### src/rtl/types_pkg.sv
// Shared control types for the multicycle RISC-V core.
//   ctrl_state_t : FSM state encoding, exported on state_o for trace
//   alu_op_t     : ALU operation class handed to the ALU decoder
//   instr_format : immediate format selector for the sign extender
//   OP_*         : base opcodes recognised by the control unit
//   SRCA_/SRCB_/RES_/ADR_ : datapath mux select encodings
package types_pkg;

  typedef enum logic [3:0] {
    S_FETCH,
    S_DECODE,
    S_MEMADR,
    S_MEMREAD,
    S_MEMWB,
    S_MEMWRITE,
    S_EXECR,
    S_EXECI,
    S_ALUWB,
    S_BRANCH,
    S_JAL,
    S_JALR,
    S_LUI,
    S_TRAP
  } ctrl_state_t;

  typedef enum logic [1:0] {
    ALU_ADD,
    ALU_SUB,
    ALU_FUNCT
  } alu_op_t;

  typedef enum logic [2:0] {
    Imm,
    Store,
    Branch,
    Jump,
    UpperImm
  } instr_format;

  localparam logic [6:0] OP_LOAD   = 7'b0000011;
  localparam logic [6:0] OP_STORE  = 7'b0100011;
  localparam logic [6:0] OP_R      = 7'b0110011;
  localparam logic [6:0] OP_I      = 7'b0010011;
  localparam logic [6:0] OP_BRANCH = 7'b1100011;
  localparam logic [6:0] OP_JAL    = 7'b1101111;
  localparam logic [6:0] OP_JALR   = 7'b1100111;
  localparam logic [6:0] OP_LUI    = 7'b0110111;

  localparam logic [1:0] SRCA_PC    = 2'd0;
  localparam logic [1:0] SRCA_OLDPC = 2'd1;
  localparam logic [1:0] SRCA_RD1   = 2'd2;

  localparam logic [1:0] SRCB_RD2  = 2'd0;
  localparam logic [1:0] SRCB_IMM  = 2'd1;
  localparam logic [1:0] SRCB_FOUR = 2'd2;

  localparam logic [1:0] RES_ALUOUT    = 2'd0;
  localparam logic [1:0] RES_DATA      = 2'd1;
  localparam logic [1:0] RES_ALURESULT = 2'd2;
  localparam logic [1:0] RES_IMM       = 2'd3;

  localparam logic ADR_PC     = 1'b0;
  localparam logic ADR_ALUOUT = 1'b1;

endpackage

### src/rtl/ctrl_decode.sv
// Combinational opcode decoder for the multicycle control FSM.
//   opcode     : instr[6:0]
//   funct3     : instr[14:12]
//   decodeNext : state to enter after DECODE (S_TRAP for unknown opcodes)
//   immSrc     : immediate format for the sign extender
//   opLegal    : opcode is one the control unit implements
//   branchOk   : funct3 names a supported branch (beq/bne only)
module ctrl_decode
  import types_pkg::*;
(
  input  logic [6:0]  opcode,
  input  logic [2:0]  funct3,
  output ctrl_state_t decodeNext,
  output instr_format immSrc,
  output logic        opLegal,
  output logic        branchOk
);

  always_comb begin
    decodeNext = S_TRAP;
    immSrc     = Imm;
    opLegal    = 1'b1;
    case (opcode)
      OP_LOAD:   decodeNext = S_MEMADR;
      OP_STORE: begin
        decodeNext = S_MEMADR;
        immSrc     = Store;
      end
      OP_R:      decodeNext = S_EXECR;
      OP_I:      decodeNext = S_EXECI;
      OP_BRANCH: begin
        decodeNext = S_BRANCH;
        immSrc     = Branch;
      end
      OP_JAL: begin
        decodeNext = S_JAL;
        immSrc     = Jump;
      end
      OP_JALR:   decodeNext = S_JALR;
      OP_LUI: begin
        decodeNext = S_LUI;
        immSrc     = UpperImm;
      end
      default:   opLegal = 1'b0;
    endcase
  end

  // Only beq (000) and bne (001) are handled; bit 0 selects the inversion.
  assign branchOk = (funct3[2:1] == 2'b00);

endmodule

### src/rtl/multicycle_control.sv
// Multicycle RISC-V control unit: a Moore FSM that sequences PC, IR, ALU,
// register file and the unified memory, with a ready handshake on memory
// states, a memory timeout and a sticky trap.
//   clk, rst           : clock, asynchronous active-high reset
//   instr              : IR contents (valid from DECODE on)
//   Zero               : ALU zero flag (used in BRANCH)
//   mem_ready          : memory completes the current access this cycle
//   MemRead, MemWrite  : memory request strobes
//   AdrSrc             : memory address select (PC / ALUOut)
//   IRWrite, PCWrite   : IR/OldPC load, PC load
//   RegWrite           : register file write enable
//   ALUSrcA, ALUSrcB   : ALU operand selects
//   ALUOp              : ALU operation class
//   ResultSrc          : result bus select
//   ImmSrc             : immediate format
//   trap               : sticky fault flag
//   state_o            : current state for trace
module multicycle_control
  import types_pkg::*;
#(
  parameter int MEM_TIMEOUT   = 255,
  parameter int RESET_PC_HOLD = 1
) (
  input  logic        clk,
  input  logic        rst,
  input  logic [31:0] instr,
  input  logic        Zero,
  input  logic        mem_ready,
  output logic        MemRead,
  output logic        MemWrite,
  output logic        AdrSrc,
  output logic        IRWrite,
  output logic        PCWrite,
  output logic        RegWrite,
  output logic [1:0]  ALUSrcA,
  output logic [1:0]  ALUSrcB,
  output alu_op_t     ALUOp,
  output logic [1:0]  ResultSrc,
  output instr_format ImmSrc,
  output logic        trap,
  output ctrl_state_t state_o
);

  localparam int TMO_W  = $clog2(MEM_TIMEOUT + 1);
  localparam int HOLD_W = (RESET_PC_HOLD < 1) ? 1 : $clog2(RESET_PC_HOLD + 1);

  ctrl_state_t       state;
  logic [TMO_W-1:0]  tmoCnt;
  logic [HOLD_W-1:0] settleCnt;
  logic              linkFlag;
  logic              trapReg;

  ctrl_state_t decodeNext;
  instr_format decImmSrc;
  logic        opLegal;
  logic        branchOk;
  logic        settling;
  logic        inMemState;
  logic        tmoExpire;
  logic        unusedInstrBits;

  ctrl_decode u_decode (
    .opcode    (instr[6:0]),
    .funct3    (instr[14:12]),
    .decodeNext(decodeNext),
    .immSrc    (decImmSrc),
    .opLegal   (opLegal),
    .branchOk  (branchOk)
  );

  // Register/immediate fields are consumed by the datapath, not here.
  assign unusedInstrBits = ^{instr[31:15], instr[11:7]};

  // While settling after reset, FETCH issues no request, so mem_ready is
  // ignored and the timeout does not run.
  assign settling   = (settleCnt != '0);
  assign inMemState = ((state == S_FETCH) && !settling) ||
                      (state == S_MEMREAD) || (state == S_MEMWRITE);
  // Last permitted waiting cycle without ready; a ready in this cycle wins.
  assign tmoExpire  = inMemState && !mem_ready &&
                      (tmoCnt == TMO_W'(MEM_TIMEOUT - 1));

  always_ff @(posedge clk or posedge rst) begin
    if (rst) begin
      state     <= S_FETCH;
      settleCnt <= HOLD_W'(RESET_PC_HOLD);
      tmoCnt    <= '0;
      linkFlag  <= 1'b0;
      trapReg   <= 1'b0;
    end else begin
      tmoCnt <= '0;
      case (state)
        S_FETCH: begin
          if (settling) begin
            settleCnt <= settleCnt - HOLD_W'(1);
          end else if (mem_ready) begin
            state <= S_DECODE;
          end else if (tmoExpire) begin
            state   <= S_TRAP;
            trapReg <= 1'b1;
          end else begin
            tmoCnt <= tmoCnt + TMO_W'(1);
          end
        end
        S_DECODE: begin
          state <= decodeNext;
          if (!opLegal) trapReg <= 1'b1;
        end
        S_MEMADR:  state <= instr[5] ? S_MEMWRITE : S_MEMREAD;
        S_MEMREAD: begin
          if (mem_ready) begin
            state <= S_MEMWB;
          end else if (tmoExpire) begin
            state   <= S_TRAP;
            trapReg <= 1'b1;
          end else begin
            tmoCnt <= tmoCnt + TMO_W'(1);
          end
        end
        S_MEMWB:   state <= S_FETCH;
        S_MEMWRITE: begin
          if (mem_ready) begin
            state <= S_FETCH;
          end else if (tmoExpire) begin
            state   <= S_TRAP;
            trapReg <= 1'b1;
          end else begin
            tmoCnt <= tmoCnt + TMO_W'(1);
          end
        end
        S_EXECR:   state <= S_ALUWB;
        S_EXECI:   state <= S_ALUWB;
        S_ALUWB: begin
          state    <= S_FETCH;
          linkFlag <= 1'b0;
        end
        S_BRANCH: begin
          if (branchOk) begin
            state <= S_FETCH;
          end else begin
            state   <= S_TRAP;
            trapReg <= 1'b1;
          end
        end
        // The following ALUWB writes the link value OldPC+4.
        S_JAL: begin
          state    <= S_ALUWB;
          linkFlag <= 1'b1;
        end
        S_JALR:    state <= S_JAL;
        S_LUI:     state <= S_FETCH;
        S_TRAP:    state <= S_TRAP;
        default: begin
          state   <= S_TRAP;
          trapReg <= 1'b1;
        end
      endcase
    end
  end

  // Output decode; rst gates everything so nothing can strobe while it is high.
  always_comb begin
    MemRead   = 1'b0;
    MemWrite  = 1'b0;
    AdrSrc    = ADR_PC;
    IRWrite   = 1'b0;
    PCWrite   = 1'b0;
    RegWrite  = 1'b0;
    ALUSrcA   = SRCA_PC;
    ALUSrcB   = SRCB_RD2;
    ALUOp     = ALU_ADD;
    ResultSrc = RES_ALUOUT;
    ImmSrc    = Imm;
    if (!rst) begin
      if ((state != S_FETCH) && (state != S_TRAP)) ImmSrc = decImmSrc;
      case (state)
        S_FETCH: begin
          AdrSrc    = ADR_PC;
          MemRead   = !settling;
          ALUSrcA   = SRCA_PC;
          ALUSrcB   = SRCB_FOUR;
          ResultSrc = RES_ALURESULT;
          if (!settling && mem_ready) begin
            IRWrite = 1'b1;
            PCWrite = 1'b1;
          end
        end
        S_DECODE: begin
          ALUSrcA = SRCA_OLDPC;
          ALUSrcB = SRCB_IMM;
        end
        S_MEMADR: begin
          ALUSrcA = SRCA_RD1;
          ALUSrcB = SRCB_IMM;
        end
        S_MEMREAD: begin
          AdrSrc  = ADR_ALUOUT;
          MemRead = 1'b1;
        end
        S_MEMWB: begin
          ResultSrc = RES_DATA;
          RegWrite  = 1'b1;
        end
        S_MEMWRITE: begin
          AdrSrc   = ADR_ALUOUT;
          MemWrite = 1'b1;
        end
        S_EXECR: begin
          ALUSrcA = SRCA_RD1;
          ALUSrcB = SRCB_RD2;
          ALUOp   = ALU_FUNCT;
        end
        S_EXECI: begin
          ALUSrcA = SRCA_RD1;
          ALUSrcB = SRCB_IMM;
          ALUOp   = ALU_FUNCT;
        end
        S_ALUWB: begin
          RegWrite = 1'b1;
          if (linkFlag) begin
            // Keep OldPC+4 on the ALU so ALUResult carries the link value.
            ALUSrcA   = SRCA_OLDPC;
            ALUSrcB   = SRCB_FOUR;
            ResultSrc = RES_ALURESULT;
          end else begin
            ResultSrc = RES_ALUOUT;
          end
        end
        S_BRANCH: begin
          ALUSrcA   = SRCA_RD1;
          ALUSrcB   = SRCB_RD2;
          ALUOp     = ALU_SUB;
          ResultSrc = RES_ALUOUT;
          PCWrite   = branchOk && (Zero ^ instr[12]);
        end
        S_JAL: begin
          ALUSrcA   = SRCA_OLDPC;
          ALUSrcB   = SRCB_FOUR;
          ResultSrc = RES_ALUOUT;
          PCWrite   = 1'b1;
        end
        S_JALR: begin
          ALUSrcA = SRCA_RD1;
          ALUSrcB = SRCB_IMM;
        end
        S_LUI: begin
          ResultSrc = RES_IMM;
          ImmSrc    = UpperImm;
          RegWrite  = 1'b1;
        end
        default: ;
      endcase
    end
  end

  assign trap    = trapReg;
  assign state_o = state;

endmodule

### config.mk
export PLATFORM = sky130hd
export DESIGN_NAME = multicycle_control
export DESIGN_NICKNAME = d
export VERILOG_FILES = /design/src/rtl/types_pkg.sv /design/src/rtl/ctrl_decode.sv /design/src/rtl/multicycle_control.sv
export SDC_FILE = /design/constraint.sdc
export NUM_CORES = 1
export LEC_CHECK = 0
export ABC_AREA = 0
export BUFFER_PORTS_ARGS = -buffer_cell sky130_fd_sc_hd__buf_2
export CORE_ASPECT_RATIO = 1.4
export CORE_UTILIZATION = 45
export CTS_CLUSTER_DIAMETER = 120
export DETAILED_ROUTE_END_ITERATION = 12
export GPL_TIMING_DRIVEN = 0
export PLACE_DENSITY_LB_ADDON = 0.05
export SYNTH_ARGS = -nofsm -noshare
export SYNTH_HDL_FRONTEND = slang
export SYNTH_SLANG_ARGS = --single-unit
export TNS_END_PERCENT = 100
### constraint.sdc
create_clock -name clk -period 2.1 [get_ports clk]
set_clock_uncertainty 0.1 [all_clocks]
set_input_delay 0.315 -clock clk [delete_from_list [all_inputs] [get_ports clk]]
set_output_delay 0.315 -clock clk [all_outputs]
set_load 0.02 [all_outputs]
Word-level counts from Yosys, hierarchy flattened
Cells that the tools add are included.
{"block": "totals", "input_bits": 36, "reg_bits": 15, "output_inout_bits": 22}
{"block": "op_classes", "n_eq_ne": 26, "n_addsub": 2, "n_reduce_logical": 26, "bitwise": 2, "muxes": 49}
{"cell": "$pmux 4 s9", "n": 1}
{"cell": "$pmux 4 s7", "n": 1}
{"cell": "$eq 4x4->1 const B", "n": 6}
{"cell": "$mux 4", "n": 6}
{"cell": "$mux 8", "n": 3}
{"cell": "$eq 7x6->1 const B", "n": 3}
{"cell": "$eq 7x7->1 const B", "n": 3}
{"cell": "$mux 1", "n": 19}
{"cell": "$eq 4x3->1 const B", "n": 4}
{"cell": "$pmux 8 s2", "n": 1}
{"cell": "$mux 3", "n": 4}
{"cell": "$pmux 2 s3", "n": 2}
{"cell": "$pmux 3 s4", "n": 1}
{"cell": "$mux 2", "n": 5}
{"cell": "$reduce_or 2->1", "n": 5}
{"cell": "$reduce_or 9->1", "n": 1}
{"cell": "$add 8x1->8 const B", "n": 1}
{"cell": "$eq 4x2->1 const B", "n": 2}
{"cell": "$eq 8x8->1 const B", "n": 1}
{"cell": "$pmux 2 s4", "n": 1}
{"cell": "$reduce_or 8->1", "n": 1}
{"cell": "$eq 7x2->1 const B", "n": 1}
{"cell": "$eq 7x5->1 const B", "n": 1}
{"cell": "$logic_and 1x1->1", "n": 6}
{"cell": "20 further kinds", "n": 26}

Depth between registers and ports, before layout
Gate-level depths: netlist of run 1.
{"block": "depth", "ltp_word": 10, "depth_mapped": 6}

Modules after synthesis
Synthesis of run 1 repeated with hierarchy kept, for this count alone.
{"block": "hier_totals", "hier_cells": 188, "hier_area_um2": 1436.4}
{"module": "multicycle_control", "n_inst": 1, "cells_each": 159, "area_each_um2": 1241.2}
{"module": "ctrl_decode", "n_inst": 1, "cells_each": 29, "area_each_um2": 195.2}

Worst setup path after synthesis of run 1
No wires, ideal clock.
{"block": "synth_timing", "kind": "register to output", "startpoint": "register state[1] (netlist: state_o[1])", "endpoint": "output port MemRead", "n_path_buf": 1, "setup_slack_ps": -496, "t_required_ps": 1685, "stages_incl_launch_ff": 4, "arrival_time_ps": 2181, "path_cell_list": "dfrtp_1 buf_2 or3_1 a2111oi_0"}
{"block": "synth_via", "elab_chain_len": 3, "word_cells_on_any_way": 4, "classes_between": "eq/ne: 1; mux: 2; reduce/logical: 1"}
{"element": "from (decl)", "line": "multicycle_control.sv:47", "text": "ctrl_state_t state;"}
{"element": "from (signal assigned)", "line": "multicycle_control.sv:106", "text": "state <= decodeNext;"}
{"element": "from (signal assigned)", "line": "multicycle_control.sv:109", "text": "S_MEMADR: state <= instr[5] ? S_MEMWRITE : S_MEMREAD;"}
{"element": "$eq 4x2->1 or $logic_not 4->1 (tied branches)", "line": "multicycle_control.sv:176", "text": "case (state)"}
{"element": "$pmux 1 s2 (*)", "line": "multicycle_control.sv:176"}
{"element": "$mux 1 (*)", "line": "multicycle_control.sv:174", "text": "if (!rst) begin"}
{"element": "to (decl)", "line": "multicycle_control.sv:29", "text": "output logic MemRead,"}
Mark *: on every way between the ends. The rest lies on a longest branch, timed or not.

Worst setup path in the final report of run 1
{"block": "layout_timing", "startpoint": "register state[0] (netlist: state_o[0])", "endpoint": "output port ImmSrc[1]"}
{"block": "layout_via", "elab_chain_len": 5, "word_cells_on_any_way": 7, "classes_between": "eq/ne: 2; mux: 3; reduce/logical: 2"}
{"element": "$ne 4x4->1 or $reduce_bool 4->1 (tied branches)", "line": "multicycle_control.sv:175", "text": "if ((state != S_FETCH) && (state != S_TRAP)) ImmSrc = decImmSrc;"}
{"element": "$logic_and 1x1->1", "line": "multicycle_control.sv:175"}
{"element": "$mux 3", "line": "multicycle_control.sv:175"}
{"element": "$mux 3 (*)", "line": "multicycle_control.sv:176"}
{"element": "$mux 3 (*)", "line": "multicycle_control.sv:174"}
{"element": "to (decl)", "line": "multicycle_control.sv:39", "text": "output instr_format ImmSrc,"}
Marked as above.

==> impl_metrics.yaml, run 1 <==
timing:
  worst_pin_slew_ns: 0.642
  maxSlewHeadroom: 0.571
  layout_setup_ws_ns: -0.0228
  period_needed_ns: 2.12
  rsz0062_at_grt: "yes"
  fin_setup_tns_ns: -0.0306
  maxSlewViolCount: 0
  fmax_mhz: 471
  finalSetupViolations: 3
  min_period_over_period: 1.01
  finalHoldViolations: 0
yosys:
  ys_ff_latch: 15
  async_reset_ff_frac: 1.00
  ys_top_cells_by_count: "19 x nor2_1, 14 x dfrtp_1, 13 x nand2_1"
  synthTopCellsByArea: "dfrtp_1 25%, nor2_1 5.1%, xnor2_1 4.4%"
  synth_fp_nets: 220
  synth_top_cell_area_share: 0.250
  synth_cell_types: 52
  netlist_area_um2: 1400
  synthFlopType: "dfrtp_1"
  synth_largest_area_cell: "dfrtp_1"
  synth_most_common_cell: "nor2_1"
  seq_area_frac_synth: 0.269
  avgSynthCellArea_um2: 7.71
  yosys_warnings: 0
  synth_edf_count: 0
  synthCells: 182
floorplan:
  core-area_um2: 2910
  rows: 23
  die_x_um: 49.2
  io_pins: 58
  start_util: 0.483
  die_h_um: 68.1
  die_area_um2: 3350
global_route:
  grt_pass1_wl_um: 7200
  grt_max_degree: 18
  first_global_vias: 1528
  grt-ovfl-total: 0
  track_usage: 0.287
  antenna_found_initial: 0
pwr:
  p_sw_uw: 1150
  pwr-share-seq: 0.150
  switching_share: 0.456
  ir_worst_vdd_uv: 867
  p_leak_uw: 0.000931
  p_per_area_nw_per_um2: 1210
  p_clk_frac: 0.091
  combPwrFrac: 0.760
  p_int_uw: 1370
placement:
  place.gp.congestion: 0.889
  io_buffers: 34
  dp_worst_setup_slack_ns: -0.261
  dp_hpwl_um: 3170
clock_network:
  clock_latency_ns: 0.25
  cts_buffer_depth: 2
  cts.clk_slew.worst_paths_ns: 0.06
  htree_levels: 1
  cts_buffers: 3
  root_buffer: "clkbuf_8"
  tritoncts: "built"
  cts.sinks: 15
  cts_hold_buf: 0
detailed_routing:
  drt-pass1-iter-count: 6
  viasPerCell: 6.16
  ant_nets: 0
  wl_um: 4890
  drc: 0
  vias: 1700
  wl_per_cell_um: 17.7
  drtIter0Drc: 110
setup_path:
  cp-endpoint: "ImmSrc[1]"
  crit_fanout: 3
  setup.worst_path.class: "reg2out"
  r2r-start: "state_o[0]$_DFFE_PP0P_"
  reg2reg_slack_ns: 0.02
  startpoint: "state_o[0]$_DFFE_PP0P_"
  required_ns: 1.68
  critPathArrivalTime_ns: 1.71
  r2r_cells: 6
  critPathLaunchType: "flip-flop"
  r2r-end: "state_o[1]$_DFFE_PP0P_"
  crit_path_end_kind: "primary output"
finish:
  areaGrowthSynthToFinish_pct: 48.6
  fin_nets: 278
  n_fill_cell: 229
  drive_gt1_frac: 0.427
  multi_input_area_um2: 1090
  diodes: 0
  ff_latch_area_um2: 378
outcome:
  run_status: "finished, violations left"
  violations: "negative setup slack"
flow_run:
  drv_cap: 0
hold_path:
  hold_path_class: "in2async"
-- cells by family (layout without fill, tap and decap cells) --
family / count (synthesis) / after routing / share of synthesized area
adders and majority gates: 2 / 2 / 0.0178
AOI/OAI and AO/OA: 46 / 46 / 0.244
and+or+nand+nor: 90 / 90 / 0.349
xor gates and xnor gates: 9 / 9 / 0.0562
muxes: 1 / 1 / 0.00803
buffers and inverters: 19 / 76 / 0.0562
DFF: 15 / 15 / 0.269
-- power groups by stage --
stage | Sequential [uW] | Combinational, uW | Clock [uW]
after floorplan | 408 | 879 | 0
after global placement | 382 | 1220 | 0
after detailed placement | 384 | 1220 | 0
after CTS | 372 | 1560 | 238
after global routing | 380 | 2010 | 252
final | 376 | 1910 | 229
-- placed cells by master (no fill, tap or decap), types with 5 or more instances in the layout --
cell / instances
inv_1: 6
nand2b_1: 7
dfrtp_1: 13
o21ai_0: 9
buf_4: 20
clkbuf_8: 5
buf_6: 9
nand2_1: 11
nor2_1: 17
buf_2: 28
a21oi_1: 9
nor3_1: 7
nand3_1: 5
xnor2_1: 7
-- routing by layer --
| metal | vias up | track usage | wire (um) |
|---|---|---|---|
| li1 | 780 | - | - |
| met1 | 800 | 0.317 | 1740 |
| met2 | 99 | 0.534 | 2640 |
| met3 | 21 | 0.0244 | 357 |
| met4 | 0 | 0.169 | 155 |
| met5 | - | 0 | 0 |
-- final cells by class --
| cell class | count | share of cell area |
|---|---|---|
| Multi-Input combinational cell | 148 | 0.521 |
| Sequential cell | 15 | 0.181 |
| Timing Repair Buffer | 53 | 0.181 |
| Buffer | 13 | 0.0624 |
| Tap cell | 37 | 0.0222 |
| Clock buffer | 4 | 0.0216 |
| Inverter | 6 | 0.0108 |
-- worst max-delay path, stage by stage (launching register included) --
cell	delay [ns]
dfrtp_2	0.42
buf_6	0.13
or3_4	0.39
a21oi_2	0.15
nor4_2	0.06
and3_1	0.18
buf_6	0.13
-- worst min path at each step --
stage	from	end	slack, ns	depth (start not counted)
2_1_floorplan	rst	linkFlag$_DFFE_PP0P_	0.13	1
3_5_place_dp	trap$_DFFE_PP0P_	trap$_DFFE_PP0P_	0.37	2
5_1_grt	rst	trap$_DFFE_PP0P_	0.18	2
4_1_cts	rst	linkFlag$_DFFE_PP0P_	0.14	2
3_3_place_gp	trap$_DFFE_PP0P_	trap$_DFFE_PP0P_	0.35	2
6_report	rst	linkFlag$_DFFE_PP0P_	0.14	2
-- registers in the layout (all words and copies together) (netlist names) --
register,flops
tmoCnt,8
state_o,4
linkFlag,1
settleCnt,1
trap,1
-- through the flow --
step                power, uW  hold slack (ns)   util  instance area, um^2  cells
floorplan                1290            0.129      -                 1440    182
global placement         1600            0.346  0.569                 1650    253
detailed placement       1610            0.368  0.569                 1650    253
CTS                      2170            0.140  0.658                 1910    266
global route             2650            0.182  0.717                 2080    276
finish                   2520            0.142  0.717                 2080    276
-- timing repair --
item / in CTS / in global routing
setup endpoints to repair: 12 / 9
buffers inserted: 9 / 9
pin swaps: 6 / 8
gates cloned: 0 / 1
resized for setup: 40 / 20
(Power assumes the default switching activity.)
==> run 2: changes to the inputs <==
--- a/constraint.sdc
+++ b/constraint.sdc
@@ -4,2 +4,2 @@
 set_output_delay 0.315 -clock clk [all_outputs]
-set_load 0.02 [all_outputs]
+set_load 0.005 [all_outputs]
==> run 2 against run 1 <==
The run now ends clean. Combinational power down 21%. Setup slack improved by 0.043 ns. Fmax increased by 2.1%. Clock-buffer cell count unchanged. Global-route usage fell by 2.1 points. Total power shrank 16%. Sequential power is 1% higher. Sequential share of layout area is 1.5 points higher. Die area is the same. Clock power shrank 2%. Non-clock buffer count is 9 lower. Largest cell class unchanged.
==> impl_metrics.yaml, run 2 (same netlist as run 1, synthesis figures left out) <==
global_route:
  grt_max_degree: 18
  grt_pass1_wl_um: 6760
  busiest_layer: "met2"
  gr-usage-met2: 0.459
  track_usage: 0.265
  use_met1: 0.316
  grt-ovfl-total: 0
  antenna_found_initial: 0
  gr-usage-met3: 0.0156
  first_global_vias: 1483
finish:
  n_fill_cell: 271
  final-instance-count-excl-fill: 267
  multi_input_area_um2: 1070
  ff_latch_area_um2: 379
  largest_register_ffs: 8
  drive_gt1_frac: 0.391
  top_register: "tmoCnt"
  areaGrowthSynthToFinish_pct: 37.8
  finalInstanceArea_um2: 1930
  diodes: 0
  fin_nets: 269
  mostFrequentLayoutCell: "buf_2"
  layout_common_cells: "34 x buf_2, 17 x nor2_1, 12 x nand2_1, 12 x dfrtp_1, 11 x buf_4"
setup_path:
  crit_path_end_kind: "primary output"
  required_ns: 1.68
  setup.worst_path.class: "reg2out"
  r2r_cells: 5
  startpoint: "state_o[1]$_DFFE_PP0P_"
  reg2reg_slack_ns: 0.10
  crit_fanout: 5
  critPathArrivalTime_ns: 1.66
  critPathLaunchType: "flip-flop"
  r2r-start: "state_o[1]$_DFFE_PP0P_"
detailed_routing:
  ant_nets: 0
  wl_um: 4440
  vias: 1621
  drt-pass1-iter-count: 4
  drc: 0
  viasPerCell: 6.07
  wl_per_cell_um: 16.6
  drtIter0Drc: 77
floorplan:
  rows: 23
  die_h_um: 68.1
  start_util: 0.483
  die_x_um: 49.2
  die_area_um2: 3350
  core-area_um2: 2910
  io_pins: 58
outcome:
  run_status: "finished clean"
timing:
  maxSlewHeadroom: 0.601
  finalHoldViolations: 0
  min_period_over_period: 0.990
  rsz0062_at_grt: "yes"
  maxSlewViolCount: 0
  worst_pin_slew_ns: 0.598
  period_needed_ns: 2.08
  finalSetupViolations: 0
  fmax_mhz: 481
clock_network:
  cts.clk_slew.worst_paths_ns: 0.06
  htree_levels: 1
  root_buffer: "clkbuf_8"
  cts_hold_buf: 0
  clock_latency_ns: 0.24
  cts_buffers: 3
  cts.sinks: 15
  cts_buffer_depth: 2
  tritoncts: "built"
pwr:
  pwr-share-seq: 0.179
  switching_share: 0.448
  combPwrFrac: 0.714
  p_int_uw: 1170
  p_per_area_nw_per_um2: 1090
  p_leak_uw: 0.000862
  p_total_uw: 2120
  p_sw_uw: 949
  ir_worst_vdd_uv: 851
  p_clk_frac: 0.106
placement:
  place.gp.congestion: 0.954
  dp.cells: 253
  io_buffers: 34
  dpl_cell_area_um2: 1620
  dp_hpwl_um: 3070
hold_path:
  hold_path_class: "in2async"
flow_run:
  drv_cap: 0
run 2: cell count changes in the layout (fill, tap and decap cells not counted), moves of 2 or more:
cell	change
buf_4	-9
buf_2	+6
buf_6	-4
nor3_2	-4
nor3_1	+2
nor3_4	+2
run 2: path summary, 6_finish.rpt:
kind | endpoint
worst max-delay path | PCWrite
worst min-delay path | linkFlag$_DFFE_PP0P_
worst max register to register | state_o[1]$_DFFE_PP0P_
worst min register to register | trap$_DFFE_PP0P_
max in group asynchronous | state_o[0]$_DFFE_PP0P_
min in group clk | trap$_DFFE_PP0P_
run 2: metal layers:
metal / part of all wire / vias to the layer above
met4: 0.034 / 0
met1: 0.38 / 763
met2: 0.52 / 86
met5: 0 / -
li1: - / 756
met3: 0.065 / 16
run 2: critical path, cell delays in order (launching register included):
cell     delay, ns
dfrtp_2       0.44
or3b_4        0.40
o21ai_2       0.15
a22oi_2       0.07
nor4_2        0.21
buf_2         0.15
run 2: layout make-up:
class,instances,share of cell area
sequential,15,0.196
tap,37,0.0239
multi-input combinational,148,0.552
inverter,6,0.0117
buffer,13,0.0660
timing repair buffer,44,0.127
clock buffer,4,0.0233
run 2: power by group through the flow:
stage	Clock, uW	Combinational (uW)	Sequential [uW]
after floorplan	0	769	376
after global placement	0	1070	382
after detailed placement	0	1060	386
after CTS	232	1250	375
after global routing	243	1620	387
final	225	1510	380
run 2: repair_timing:
action | 4_1_cts | 5_1_grt
endpoints found under the setup margin | 12 | 10
gates cloned | 0 | 0
pin swaps | 5 | 8
setup buffers | 6 | 4
gates resized for setup | 29 | 25
run 2: metrics by stage:
stage                     hold slack [ns]  setup TNS [ns]  utilization  setup WS (ns)
final                               0.125               0        0.665         0.0204
after global routing                0.188          -0.138        0.665        -0.0581
after CTS                           0.116               0        0.616        0.00684
after detailed placement            0.365         -0.0741        0.557        -0.0634
after global placement              0.345          -0.108        0.557        -0.0737
after floorplan                     0.129               0            -          0.263
